==> src/rtl/fft_config_mc.sv <==
// fft_config_mc
// Builds the configuration word for a multi-channel FFT core and delivers it
// as a single-beat AXI-Stream transfer. Up to one further commit is held in a
// one-deep queue while a transfer is outstanding; a queued word that gets
// replaced or discarded sets the sticky overrun flag.
//
// Ports
//   clk, resetn      clock, synchronous active-low reset
//   nfft             log2 transform size (used only when HAS_NFFT=1)
//   cp_len           cyclic-prefix length (used only when HAS_CP=1)
//   forward          per-channel direction, 1 = forward
//   scale_sch        per-channel scaling schedule, channel k at [k*SCALE_WIDTH +: SCALE_WIDTH]
//   commit           one-cycle request to capture and send the inputs above
//   clear_overrun    clears overrun (a simultaneous new overrun wins)
//   tready           AXIS ready from the FFT core
//   tvalid/tlast     AXIS valid / last (identical, every transfer is one beat)
//   tdata            packed configuration word
//   busy             transfer outstanding (same as tvalid)
//   pending          a queued word is waiting behind the current one
//   overrun          sticky: a queued word was lost
//   sent_count       number of completed handshakes, wraps at 16 bits
module fft_config_mc #(
    parameter int NUM_CHANNELS = 1,
    parameter int SCALE_WIDTH  = 8,
    parameter int HAS_NFFT     = 0,
    parameter int HAS_CP       = 0,
    parameter int CP_WIDTH     = 12,
    localparam int NFFT_F      = (HAS_NFFT != 0) ? 8 : 0,
    localparam int CP_F        = (HAS_CP != 0) ? ((CP_WIDTH + 7) / 8) * 8 : 0,
    localparam int PAYLOAD_W   = NFFT_F + CP_F + NUM_CHANNELS * (1 + SCALE_WIDTH),
    localparam int TDATA_WIDTH = ((PAYLOAD_W + 7) / 8) * 8
) (
    input  logic                                clk,
    input  logic                                resetn,
    input  logic [4:0]                          nfft,
    input  logic [CP_WIDTH-1:0]                 cp_len,
    input  logic [NUM_CHANNELS-1:0]             forward,
    input  logic [NUM_CHANNELS*SCALE_WIDTH-1:0] scale_sch,
    input  logic                                commit,
    input  logic                                clear_overrun,
    input  logic                                tready,
    output logic                                tvalid,
    output logic                                tlast,
    output logic [TDATA_WIDTH-1:0]              tdata,
    output logic                                busy,
    output logic                                pending,
    output logic                                overrun,
    output logic [15:0]                         sent_count
);

    localparam int SCH_W   = NUM_CHANNELS * SCALE_WIDTH;
    localparam int OFF_CP  = NFFT_F;
    localparam int OFF_FWD = NFFT_F + CP_F;
    localparam int OFF_SCH = OFF_FWD + NUM_CHANNELS;
    // Scratch width large enough for every field at its maximum offset, so
    // the shifts below never fall off the top before truncation.
    localparam int WIDE    = 24 + NUM_CHANNELS * (1 + SCALE_WIDTH) + 8;

    typedef enum logic {
        IDLE = 1'b0,
        SEND = 1'b1
    } state_t;

    state_t                 state, state_nx;
    logic [TDATA_WIDTH-1:0] shadow, shadow_nx;
    logic [TDATA_WIDTH-1:0] queue_word, queue_nx;
    logic                   pending_nx;
    logic                   overrun_nx;
    logic                   set_ovr;
    logic                   hs;
    logic [TDATA_WIDTH-1:0] packed_word;

    // Fields are laid out LSB first; disabled fields take no bits and the
    // top is zero padded to a byte boundary.
    function automatic logic [TDATA_WIDTH-1:0] pack(
        input logic [4:0]              n,
        input logic [CP_WIDTH-1:0]     cp,
        input logic [NUM_CHANNELS-1:0] f,
        input logic [SCH_W-1:0]        s
    );
        logic [WIDE-1:0] w;
        w = (WIDE'(f) << OFF_FWD) | (WIDE'(s) << OFF_SCH);
        if (HAS_NFFT != 0) w = w | WIDE'(n);
        if (HAS_CP != 0)   w = w | (WIDE'(cp) << OFF_CP);
        return w[TDATA_WIDTH-1:0];
    endfunction

    assign packed_word = pack(nfft, cp_len, forward, scale_sch);
    assign hs          = tvalid & tready;

    always_comb begin
        state_nx   = state;
        shadow_nx  = shadow;
        queue_nx   = queue_word;
        pending_nx = pending;
        set_ovr    = 1'b0;
        case (state)
            IDLE: begin
                if (commit) begin
                    shadow_nx = packed_word;
                    state_nx  = SEND;
                end
            end
            SEND: begin
                if (hs && commit) begin
                    // The new commit overtakes any queued word.
                    shadow_nx = packed_word;
                    if (pending) begin
                        pending_nx = 1'b0;
                        set_ovr    = 1'b1;
                    end
                end else if (hs) begin
                    if (pending) begin
                        shadow_nx  = queue_word;
                        pending_nx = 1'b0;
                    end else begin
                        state_nx = IDLE;
                    end
                end else if (commit) begin
                    queue_nx   = packed_word;
                    pending_nx = 1'b1;
                    set_ovr    = pending;
                end
            end
            default: state_nx = IDLE;
        endcase
        overrun_nx = set_ovr | (overrun & ~clear_overrun);
    end

    always_ff @(posedge clk) begin
        if (!resetn) begin
            state      <= IDLE;
            shadow     <= '0;
            queue_word <= '0;
            pending    <= 1'b0;
            overrun    <= 1'b0;
            sent_count <= 16'd0;
        end else begin
            state      <= state_nx;
            shadow     <= shadow_nx;
            queue_word <= queue_nx;
            pending    <= pending_nx;
            overrun    <= overrun_nx;
            if (hs) sent_count <= sent_count + 16'd1;
        end
    end

    assign tvalid = (state == SEND);
    assign tlast  = tvalid;
    assign busy   = tvalid;
    assign tdata  = shadow;

endmodule

==> config.mk <==
export PLATFORM = sky130hd
export DESIGN_NAME = fft_config_mc
export DESIGN_NICKNAME = d
export VERILOG_FILES = /design/src/rtl/fft_config_mc.sv
export SDC_FILE = /design/constraint.sdc
export NUM_CORES = 1
export LEC_CHECK = 0
export ABC_AREA = 1
export BUFFER_PORTS_ARGS = -buffer_cell sky130_fd_sc_hd__buf_2
export CORE_MARGIN = 2
export CORE_UTILIZATION = 43
export DETAILED_ROUTE_END_ITERATION = 7
export GPL_TIMING_DRIVEN = 0
export PLACE_DENSITY = 0.86
export SYNTH_ARGS = -nofsm -noshare
export SYNTH_HDL_FRONTEND = slang
export SYNTH_SLANG_ARGS = --single-unit
==> constraint.sdc <==
create_clock -name clk -period 1.4 [get_ports clk]
set_clock_uncertainty 0.05 [all_clocks]
set_input_delay 0.07 -clock clk [delete_from_list [all_inputs] [get_ports clk]]
set_output_delay 0.07 -clock clk [all_outputs]
set_load 0.02 [all_outputs]
## Word level (Yosys, flattened, before mapping)

Cells that the tools add are included.
W data, S select, Z words.

| storage, ports and cells | value |
|---|---|
| bits of input ports | 31 |
| output and inout bits | 37 |
| flip-flop bits (word level) | 51 |
| word-level logic and storage cells | 40 |

| cells by class | value |
|---|---|
| mux-type cells | 17 |
| bitwise gates (word level) | 8 |
| $add $sub $neg | 1 |
| reduce and logical (&&, ||, !) cells | 5 |
| eq/ne operators | 3 |

Operator list:

| kind | number |
|---|---|
| $mux W16 | 4 |
| $pmux W16 S2 | 1 |
| $add A16 B1 Y16 const B | 1 |
| $mux W1 | 11 |
| $or A1 B9 Y9 | 1 |
| $not A1 Y1 | 4 |
| $reduce_and A4 Y1 | 1 |
| $ne A3 B1 Y1 const B | 1 |
| $ne A3 B2 Y1 const B | 1 |
| $reduce_and A3 Y1 | 1 |
| $reduce_bool A3 Y1 | 1 |
| $and A1 B1 Y1 | 2 |
| $ne A2 B2 Y1 const B | 1 |
| $pmux W1 S2 | 1 |
| $reduce_and A2 Y1 | 1 |
| $logic_and A1 B1 Y1 | 1 |
| $or A1 B1 Y1 | 1 |

## Longest topological paths before layout

| logic depth | value |
|---|---|
| depth in word-level cells | 5 |
| mapped depth | 8 |

## Least setup slack after synthesis

Ideal clock, no wire load.

| timing | value |
|---|---|
| path type | register -> register |
| start | register state, in the netlist busy |
| end | register shadow[3], in the netlist tdata[3] |
| slack | -0.100 ns |
| data required time | 1.234 ns |
| cell stages (with the launch flop) | 7 |
| setup time | 0.116 ns |
| arrival | 1.334 ns |
| cells stage by stage | dfxtp_1 > nor2_1 > nor3_4 > clkbuf_2 > nand2_1 > nor2_1 > nor2_1 |

| between the ends | value |
|---|---|
| cells in the longest elaborated chain, start to end | 4 |

RTL lines:

| item | RTL line | text |
|---|---|---|
| start: declaration | 64 | `state_t state, state_nx;` |
| start signal: assignment | 139 | `state <= state_nx;` |
| $and A1 B1 Y1 | 89 | `assign hs = tvalid & tready;` |
| $logic_and A1 B1 Y1 | 105 | `if (hs && commit) begin` |
| $ne A3 B1 Y1 (no line) (tied with other cells) | n/a |  |
| $reduce_and A3 Y1 (no line) / $pmux W16 S2 (equally long branches) | n/a |  |
| end signal: assignment | 140 | `shadow <= shadow_nx;` |
| end: declaration | 65 | `logic [TDATA_WIDTH-1:0] shadow, shadow_nx;` |

Several ways; a longest one is shown, not always the timed one.
A chain may end at the register's enable or synchronous reset.

## Worst setup path in the final report

| timing | value |
|---|---|
| start | register state, in the netlist busy |
| end | register shadow[6], in the netlist tdata[6] |

The elaborated chain is that of the path after synthesis.

==> impl_metrics.toml <==
[power]
vdd_drop_max_uv = 719.6
switching_share_pct = 26.79
seqPwrFrac_pct = 50.4
clkPwrFrac_pct = 33.9
power.density_nw_per_um2 = 961.4
leakage_nw = 1.100
p_int_mw = 1.629
power_mw = 2.225
p_sw_mw = 0.5962
combPwrFrac_pct = 15.7

[cts]
clock-root-buffer = "clkbuf_8"
cts_made_buffers = 5
clockBufferDepth = 2
tritoncts = "built"
cts_num_sinks = 37
htree_levels = 2
clock_latency_ns = 0.29
path_clk_slew_ns = 0.07

[sta]
fin_crit_ns = 1.330
setup_violations = 0
rsz0062_at_grt = "yes"
hold_violations = 0
slew_violations = 0
final.period_utilization_pct = 95.00
setup_tns_ns = 0
max_freq_mhz = 751.9
layout_setup_ws_ns = 0.07002

[floorplan]
ios = 68
core-area_um2 = 3744
fp.dieH_um = 66.93
fp-row-count = 22
dieArea_um2 = 4480
start_util_pct = 45.49
dieWidth_um = 66.93

[logic_synthesis]
netlist_area_um2 = 1703
synth-seq-cells = 37
yosys.area_share.simple_pct = 29.10
synth_cell_types = 21
ys_warn_count = 0
netlist_instances = 254
synthTopCellsByCount = "nor2_1 (59), nand2_1 (53), dfxtp_1 (37), inv_1 (28), o21ai_0 (26)"
synth_seq_area_share_pct = 43.50
synthTopCellsByArea = "dfxtp_1 (43%), nor2_1 (13%), nand2_1 (12%)"
synth_top_family_by_area = "simple AND/OR/NAND/NOR gates"
synth-async-reset-ratio_pct = 0
synth_most_common_cell = "nor2_1"
synth-edff-count = 0
avgSynthCellArea_um2 = 6.704
synthAdderAreaFrac_pct = 0.7348
synth_compound_area_share_pct = 14.62
synth_xor_area_share_pct = 0
synth_top_area_cell = "dfxtp_1"
yosysTopAreaCellShare_pct = 43.50
synthFlopType = "dfxtp_1"
yosys-mux-area-fraction_pct = 0

[global_route]
grt_usage_pct = 19.89
antenna_found_initial = 0
grt_pass1_wl_um = 6651
grt_max_degree = 11
overflow = 0
grt_pass1_vias = 1603

[worst_setup_path]
timing.critical_path.mode_cell = "nor2_1"
cp-start-kind = "flop"
r2r_start = "busy"
worstPathArrival_ns = 1.47
critPathSlowestCell = "dfxtp_2"
rr_endpoint = "tdata[6]"
crit_fanout = 10
rr_worst_depth = 6
path_buf_inv = 2
cp_top_family = "flip-flops"
crit_chain = "inv_1 -> a21oi_4 -> buf_4 -> nor2_1 -> nor2_2 -> nor2_1"
max_stage_delay_ns = 0.39
cp-end-kind = "flop"
startpoint = "busy"
r2r_slack_ns = 0.07
required_ns = 1.54
path_class = "flop to flop"

[detailed_routing]
route.detailed.wl_per_inst_um = 11.14
routed_wl_um = 4165
drc = 0
vias_per_cell = 4.722
num_vias = 1766
drt_iter0_drc = 93
final_antenna_net_count = 0
dr.pass1.iters = 5

[cells_and_area]
areaGrowthSynthToFinish_pct = 35.93
fill_cells = 364
diodes = 0
nNetsFinal = 358
drive_gt1_share_pct = 26.07

[run_status]
status = "completed"

[worst_hold_path]
hold_end = "queue_word[1]"
hp-class = "primary input to flop"
hp-start = "resetn"
hold_depth = 3

[placed_design]
port_buffers = 43
pre_cts_slack_ns = -0.1171
routabilityCongestion = 0.8030
dp_hpwl_um = 2766

[run]
drv_cap = 0
## sequential cells by signal, indices dropped and copies added, names as in the netlist
name / flops
busy: 1
tdata: 9
pending: 1
sent_count: 16
queue_word: 9
overrun: 1
## power by group through the flow
stage	logic (mW)	clock network [mW]	registers [mW]
floorplan	0.164	0	1.18
global placement	0.289	0	1.14
detailed placement	0.293	0	1.14
CTS	0.325	0.775	1.12
global route	0.384	0.820	1.12
finish	0.350	0.754	1.12
## tightest hold or removal path: cells and delay by family
family	cells	cell delay (ns)
buf+inv	1	0.13
compound gates	2	0.12
## metal layers
layer | routed length, um | global-route usage, % | part of all wire [%] | vias up
met4 | 70 | 10.20 | 1.7 | 0
met5 | 0 | 0 | 0 | -
met2 | 2124 | 35.38 | 51 | 44
met1 | 1746 | 20.94 | 42 | 793
met3 | 223 | 6.081 | 5.4 | 8
li1 | - | - | - | 921
## cells by family after synthesis
group           count (synthesis)
compound gates                 48
buf+inv                        43
fa+ha+maj                       1
other cells                     1
flops                          37
simple gates                  124
## timing repair
| item | CTS | global route |
|---|---|---|
| endpoints found under the setup margin | 12 | 19 |
| pin swaps | 1 | 2 |
| resized for setup | 6 | 20 |
| hold buffers | 10 | 0 |
| endpoints found under the hold margin | 10 | 0 |
| setup buffers | 1 | 5 |
## area by class of cell
class                           count  area [um^2]  area share, %
Buffer                             15        105.1          4.541
Clock buffer                        7        86.33          3.730
Sequential cell                    37        745.7          32.22
Timing Repair Buffer               59        364.1          15.73
Multi-Input combinational cell    180        848.3          36.65
Inverter                           28        105.1          4.541
Tap cell                           48        60.06          2.595
## how the worst max path moves through the flow
stage	slack [ns]	cells past startpoint	end
detailed placement	-0.12	6	tdata[3]
finish	0.07	6	tdata[6]
floorplan	-0.01	6	tdata[3]
CTS	0.02	7	sent_count[10]
global route	-0.03	6	tdata[7]
global placement	-0.09	6	tdata[3]
## stage by stage
stage          area (um^2)  hold slack, ns  cells  utilization [%]
6_report              2315         0.03532    374            61.83
5_1_grt               2315         0.05657    374            61.83
4_1_cts               2220         0.02516    369            59.29
3_5_place_dp          2006          0.2772    351            53.58
3_3_place_gp          2006          0.2697    351            53.58
2_1_floorplan         1730          0.1141    260                -
## cells in the final DEF (no fill, tap or decap), types with 4 or more instances in the layout
cell	count
nor2_1	54
buf_4	16
buf_2	43
nand3_1	6
a21oi_1	19
clkbuf_8	6
nand2_1	50
dfxtp_1	33
dlygate4sd3_1	10
o21ai_0	24
conb_1	7
inv_1	27
dfxtp_2	4
No activity file was read; power rests on OpenSTA's default activity.
